$ cat config.mk
export PLATFORM = sky130hd
export DESIGN_NAME = tour_cmd_seq
export DESIGN_NICKNAME = d
export VERILOG_FILES = /design/src/rtl/kt_pkg.sv /design/src/rtl/tour_cmd_seq_move_decode.sv /design/src/rtl/tour_cmd_seq.sv
export SDC_FILE = /design/constraint.sdc
export NUM_CORES = 1
export LEC_CHECK = 0
export CAP_MARGIN = 20
export CORE_UTILIZATION = 37
export CTS_CLUSTER_SIZE = 8
export DETAILED_ROUTE_END_ITERATION = 8
export HOLD_SLACK_MARGIN = 0.03
export PLACE_DENSITY = 0.82
export SLEW_MARGIN = 20
export SYNTH_ARGS = -nofsm -noshare
export SYNTH_HDL_FRONTEND = slang
export SYNTH_SLANG_ARGS = --single-unit
$ cat constraint.sdc
create_clock -name clk -period 1.85 [get_ports clk]
set_input_delay 0.2775 -clock clk [delete_from_list [all_inputs] [get_ports clk]]
set_output_delay 0.2775 -clock clk [all_outputs]
set_load 0.01 [all_outputs]
$ cat src/rtl/kt_pkg.sv
// kt_pkg: shared command encodings, headings, responses and sequencer states for KnightsTour.
package kt_pkg;
    localparam logic [3:0] OP_MOVE    = 4'h4;
    localparam logic [3:0] OP_MOVE_FF = 4'h5;
    localparam logic [7:0] HDG_N      = 8'h00;
    localparam logic [7:0] HDG_W      = 8'h3F;
    localparam logic [7:0] HDG_S      = 8'h7F;
    localparam logic [7:0] HDG_E      = 8'hBF;
    localparam logic [7:0] ACK        = 8'hA5;
    localparam logic [7:0] TOUR_ACK   = 8'h5A;
    typedef enum logic [2:0] {
        IDLE   = 3'd0,
        VERT   = 3'd1,
        WAIT_V = 3'd2,
        HORZ   = 3'd3,
        WAIT_H = 3'd4
    } state_t;
endpackage

$ cat src/rtl/tour_cmd_seq_move_decode.sv
// move_decode: one-hot knight move -> vertical move command and horizontal fanfare command.
module move_decode
    import kt_pkg::*;
(
    input  logic [7:0]  move,
    output logic [15:0] vert_cmd,
    output logic [15:0] horz_cmd
);
    logic       one_hot;
    logic [7:0] sel;
    logic       north, vert_2, east, horz_2;
    // Anything that is not exactly one bit falls back to move bit0.
    assign one_hot  = (move != 8'h00) && ((move & (move - 8'h01)) == 8'h00);
    assign sel      = one_hot ? move : 8'h01;
    assign north    = sel[0] | sel[1] | sel[2] | sel[7];
    assign vert_2   = sel[0] | sel[1] | sel[4] | sel[5];
    assign east     = sel[0] | sel[5] | sel[6] | sel[7];
    assign horz_2   = sel[2] | sel[3] | sel[6] | sel[7];
    assign vert_cmd = {OP_MOVE, north ? HDG_N : HDG_S, vert_2 ? 4'd2 : 4'd1};
    assign horz_cmd = {OP_MOVE_FF, east ? HDG_E : HDG_W, horz_2 ? 4'd2 : 4'd1};
endmodule

$ cat src/rtl/tour_cmd_seq.sv
// tour_cmd_seq: muxes UART commands to cmd_proc, or sequences a solved knight's tour
// as vertical-then-horizontal move commands, handshaking on clr_cmd_rdy/send_resp.
module tour_cmd_seq
    import kt_pkg::*;
#(
    parameter int NUM_MOVES = 24
) (
    input  logic        clk,
    input  logic        rst_n,
    input  logic        start_tour,
    input  logic [7:0]  move,
    output logic [4:0]  mv_indx,
    input  logic [15:0] cmd_UART,
    input  logic        cmd_rdy_UART,
    input  logic        clr_cmd_rdy,
    input  logic        send_resp,
    output logic [15:0] cmd,
    output logic        cmd_rdy,
    output logic [7:0]  resp
);
    localparam logic [4:0] LAST = 5'(NUM_MOVES - 1);
    state_t      state_q, state_d;
    logic [4:0]  mv_indx_q, mv_indx_d;
    logic        tour_mode_q, tour_mode_d;
    logic [15:0] vert_cmd, horz_cmd;
    logic        last;
    move_decode u_move_decode (
        .move     (move),
        .vert_cmd (vert_cmd),
        .horz_cmd (horz_cmd)
    );
    assign last = mv_indx_q >= LAST;
    always_comb begin
        state_d     = state_q;
        mv_indx_d   = mv_indx_q;
        tour_mode_d = tour_mode_q;
        case (state_q)
            IDLE: if (start_tour) begin
                state_d     = VERT;
                mv_indx_d   = 5'd0;
                tour_mode_d = 1'b1;
            end
            VERT:   if (clr_cmd_rdy) state_d = WAIT_V;
            WAIT_V: if (send_resp) state_d = HORZ;
            HORZ:   if (clr_cmd_rdy) state_d = WAIT_H;
            WAIT_H: if (send_resp) begin
                if (last) begin
                    state_d     = IDLE;
                    tour_mode_d = 1'b0;
                end else begin
                    state_d   = VERT;
                    mv_indx_d = mv_indx_q + 5'd1;
                end
            end
            default: state_d = IDLE;
        endcase
    end
    always_ff @(posedge clk or negedge rst_n) begin
        if (!rst_n) begin
            state_q     <= IDLE;
            mv_indx_q   <= 5'd0;
            tour_mode_q <= 1'b0;
        end else begin
            state_q     <= state_d;
            mv_indx_q   <= mv_indx_d;
            tour_mode_q <= tour_mode_d;
        end
    end
    assign mv_indx = mv_indx_q;
    assign cmd     = !tour_mode_q ? cmd_UART :
                     (state_q == HORZ || state_q == WAIT_H) ? horz_cmd : vert_cmd;
    assign cmd_rdy = !tour_mode_q ? cmd_rdy_UART : (state_q == VERT || state_q == HORZ);
    // The last acknowledgement of a tour reads as a plain ACK to signal completion.
    assign resp    = (!tour_mode_q || (state_q == WAIT_H && last)) ? ACK : TOUR_ACK;
endmodule

-- Word level (Yosys, flattened, before mapping)
Cells that the tools add are included.
- output and inout port bits: 30
- input port bits: 30
- flip-flop bits (word level): 9
- multiplexer cells: 24
- magnitude comparators: 1
- reduce and logical (&&, ||, !) cells: 13
- add/subtract/negate cells: 2
- eq/ne operators: 11
- bitwise operators: 12
- operators by type and width (operator ; count):
    8-bit 2-to-1 mux ; 3
    16-bit 2-to-1 mux ; 1
    3-bit 2-to-1 mux ; 5
    5-bit 2-to-1 mux ; 3
    3-bit case mux with 5 select lines ; 1
    2-bit != test (second input constant) ; 7
    13-bit 2-to-1 mux ; 1
    1-bit bitwise OR ; 11
    5-bit case mux with 2 select lines ; 1
    8-bit bitwise AND ; 1
    8-bit zero test ; 1
    4-bit AND reduction ; 2
    8-bit nonzero test ; 1
    8-bit by 1-bit subtractor with 8-bit output (second input constant) ; 1
    7-bit 2-to-1 mux ; 1
    3-bit by 2-bit == test with 1-bit output (second input constant) ; 2
    5-bit by 1-bit adder with 5-bit output (second input constant) ; 1
    5-bit greater-or-equal comparator (second input constant) ; 1
    1-bit 2-to-1 mux ; 5
    5-bit AND reduction ; 1
    2-bit 2-to-1 mux ; 2
    3-bit by 1-bit == test with 1-bit output (second input constant) ; 1
    3-bit == test (second input constant) ; 1
    3-bit zero test ; 1
    other kinds (5) ; 8

-- Depth between registers and ports, before layout
- word-level depth: 11
- mapped depth: 6
- mapped depth without buffers: 5

-- By module
Synthesis repeated with hierarchy kept, for this count alone.
- cells, all modules: 172
- area total of the unflattened synthesis: 1330.0 µm²
- modules (own cells, without submodules) (module ; seq. area each (µm²) ; cells each ; instances ; area an instance (µm²)):
    tour_cmd_seq ; 225.2 ; 119 ; 1 ; 927.1
    move_decode ; 0.0 ; 53 ; 1 ; 402.9

-- Least setup slack after synthesis
OpenSTA, ideal clock, no wires.
- path type: flip-flop to output port
- start: register mv_indx_q[0], in the netlist mv_indx[0]
- end: output port resp[2]
- arrival time: 1.612 ns
- required time: 1.572 ns
- stages on the path, launching flop included: 7
- path buffers: 1
- setup slack: -0.040 ns
- cells stage by stage: dfrtp_1 -> ha_1 -> a21o_1 -> a21o_1 -> nand2_1 -> o21ai_0 -> buf_4
- cells in the longest elaborated chain, start to end: 4
- ends and longest elaborated chain (what ; line ; text):
    from (decl) ; tour_cmd_seq.sv:23 ; logic [4:0] mv_indx_q, mv_indx_d;
    from (signal assigned) ; tour_cmd_seq.sv:65 ; mv_indx_q <= mv_indx_d;
    5-bit greater-or-equal comparator ; tour_cmd_seq.sv:32 ; assign last = mv_indx_q >= LAST;
    1-bit logical AND ; tour_cmd_seq.sv:74 ; assign resp = (!tour_mode_q || (state_q == WAIT_H && last)) ? ACK : TOUR_ACK;
    1-bit logical OR ; tour_cmd_seq.sv:74 ;
    8-bit 2-to-1 mux ; tour_cmd_seq.sv:74 ;
    to (decl) ; tour_cmd_seq.sv:19 ; output logic [7:0] resp
Every way passes these cells.

-- Final worst setup path
- start: register state_q[0]
- end: output port cmd[8]
- cells in the longest elaborated chain, start to end: 4
- ends and longest elaborated chain (what ; line ; text):
    from (decl) ; tour_cmd_seq.sv:22 ; state_t state_q, state_d;
    from (signal assigned) ; tour_cmd_seq.sv:64 ; state_q <= state_d;
    3-bit by 2-bit == test with 1-bit output / 3-bit == test (equally long branches) ; tour_cmd_seq.sv:71 ; (state_q == HORZ || state_q == WAIT_H) ? horz_cmd : vert_cmd;
    1-bit logical OR * ; tour_cmd_seq.sv:71 ;
    13-bit 2-to-1 mux * ; tour_cmd_seq.sv:71 ;
    16-bit 2-to-1 mux * ; tour_cmd_seq.sv:70 ; assign cmd = !tour_mode_q ? cmd_UART :
    to (decl) ; tour_cmd_seq.sv:17 ; output logic [15:0] cmd,
Every way passes the cells marked *; elsewhere a longest branch is shown, timed or not.

==> impl_metrics.toml <==
[outcome]
outcome = "finished, violations left"
failed_checks = "setup timing"

[sta]
fin_skew_ns = 0.0005739
tightest_slew_ns = 0.4458
rsz0062_at_grt = "yes"
fmax_mhz = 498.0
period_minus_slack_ns = 2.008
drv_slew = 0
whs_ns = 0.3123
slew_headroom = 0.7019
finalSetupViolCount = 19
hold_viol = 0
min_period_over_period = 1.085
fin_ws_ns = -0.1579

[cells_and_area]
fin_nets = 247
final_cells = 245
diodes = 0
syn2layout_area_growth_pct = 88.71
nFillCells = 198
drive_above_1_share = 0.4047

[power]
p_clk_frac = 0.108
powerDensity_nw_per_um2 = 807.6
vdd_drop_max_mv = 0.6683
p_sw_w = 0.0006485
pwr-share-seq = 0.172
total_power_w = 0.001520
p_leak_nw = 0.9073
switching_share = 0.4267
p_int_w = 0.0008712
p_comb_frac = 0.720

[synth]
synth_cell_types = 49
synth.avg_cell_area_sq_um = 7.612
synth_warnings = 0
ys_seq_elements = 9
synth.cell_area_sq_um = 997.2
synthFlopType = "dfrtp_1"
yosysSeqAreaShare = 0.2258
synth_edf_count = 0
syn_inst = 131
async_flop_share = 1.000
synth_nets = 162

[critical_path]
required_ns = 1.57
crit_fanout = 8
path_class = "flop to output port"
worstSetupStartpointType = "flop"
arrival_ns = 1.73
critPathCaptureType = "output port"

[clocking]
insertion_delay_ns = 0.27
cts-root-buf = "clkbuf_4"
numCtsBuffers = 3
cts_buffer_depth = 2
htreeDepth = 1
cts.sinks = 9
cts_tree = "done"
clk_pin_slew_worst_paths_ns = 0.06
holdBufCountCts = 0

[route]
ant_nets = 0
drt-initial-drc-count = 24
drt_first_pass_iters = 4
routedWlPerCell_microns = 16.32
drc_errors = 0
wl_microns = 3999
vias = 1425
vias_per_cell = 5.816

[grt]
track_usage = 0.2572
overflow = 0
grt_pass1_vias = 1284
grt_max_degree = 16
grt_pass1_wl_microns = 5368
antenna_found_initial = 0

[placed_design]
place_inst = 230
io_buffers = 59
dpl.hpwl_microns = 2768
post-place-ws_ns = -0.8840
gp_congestion = 0.8551

[min_path]
hold_class = "primary input to async pin"

[run]
maxCapViolCount = 0

[floorplan]
die-height_microns = 53.92
die-area_sq_um = 2907
core_sq_um = 2522
num_rows = 18
io-pin-count = 60
start_util = 0.3953
die_w_microns = 53.92
[synthesized netlist by cell type, drive strengths merged, types with 4 or more instances]
library cell	n	area [sq um]
a21oi	5	25.02
buf	9	60.05
clkbuf	4	15.01
dfrtp	9	225.2
inv	5	18.77
nand2	6	22.52
nand2b	4	25.02
nand4	4	25.02
nor2	14	52.55
nor2b	5	31.28
o21ai	16	83.83
[worst paths after layout]
check | startpoint | end | slack, ns | cells after the start
worst max-delay path | state_q[0] | cmd[8] | -0.16 | 5
worst min-delay path | rst_n | mv_indx[3] | 0.31 | 1
worst max register to register | mv_indx[1] | mv_indx[1] | 0.20 | 6
worst min register to register | state_q[0] | state_q[2] | 0.63 | 2
max in group asynchronous | rst_n | mv_indx[1] | 1.23 | 1
min in group clk | state_q[0] | state_q[2] | 0.63 | 2
[timing repair]
action,in CTS,in global routing
gates resized for setup,123,19
endpoints found under the setup margin,21,23
buffers inserted,8,4
pin swaps,22,6
[cells in the final DEF, fill, tap and decap left out, drive strengths merged, types with 2 or more instances in the layout]
master,instances
a211oi,3
a21o,2
a21oi,5
a22o,2
and2,2
and3,3
buf,57
clkbuf,4
clkdlybuf4s50,26
dfrtp,9
dlygate4sd2,6
dlymetal6s2s,4
inv,5
nand2,6
nand2b,4
nand3,2
nand3b,2
nand4,4
nor2,14
nor2b,5
nor3,3
nor4,2
nor4b,3
o21a,2
o21ai,16
o311ai,3
[per-stage QoR]
| stage | instance area (sq um) | setup TNS, ns | util |
|---|---|---|---|
| after floorplan | 997.2 | 0 | - |
| after global placement | 1723 | -8.561 | 0.6830 |
| after detailed placement | 1723 | -9.290 | 0.6830 |
| after CTS | 1788 | -0.9295 | 0.7088 |
| after global routing | 1882 | -2.206 | 0.7460 |
| final | 1882 | -1.304 | 0.7460 |
[sequential cells by signal, indices dropped and copies added, names as in the netlist]
signal / cells
mv_indx: 5
state_q: 3
tour_mode_q: 1
[worst max-delay path: stages (launching register included)]
cell and delay (ns):
dfrtp_1 0.38, or3b_4 0.43, and3_4 0.24, buf_4 0.15
o21ai_2 0.12, buf_2 0.15
[power groups by stage]
stage	logic (W)	registers (W)	clock network, W
2_1_floorplan	0.000456	0.000292	0
3_3_place_gp	0.00104	0.000262	0
3_5_place_dp	0.00106	0.000266	0
4_1_cts	0.00100	0.000262	0.000168
5_1_grt	0.00118	0.000268	0.000173
6_report	0.00109	0.000262	0.000164
[cell type report]
cell class | count | area (sq um) | share of cell area
Tap cell | 30 | 37.54 | 0.01995
Multi-Input combinational cell | 104 | 798.3 | 0.4242
Timing Repair Buffer | 93 | 775.7 | 0.4122
Inverter | 5 | 18.77 | 0.009973
Sequential cell | 9 | 225.2 | 0.1197
Clock buffer | 4 | 26.28 | 0.01396
[routing by layer]
layer	part of all wire	up-vias	global-route usage
met5	0	-	0
met4	0.027	0	0.1009
met3	0.10	10	0.06215
met2	0.51	83	0.5103
met1	0.36	671	0.2470
li1	-	661	-
[logic make-up after synthesis]
family,after synthesis,share of synthesized area
simple gates,56,0.3275
xor+xnor,2,0.01757
buf+inv,18,0.09409
compound gates,45,0.3225
flops,9,0.2259
fa+ha+maj,1,0.01255
(Power assumes the default switching activity.)
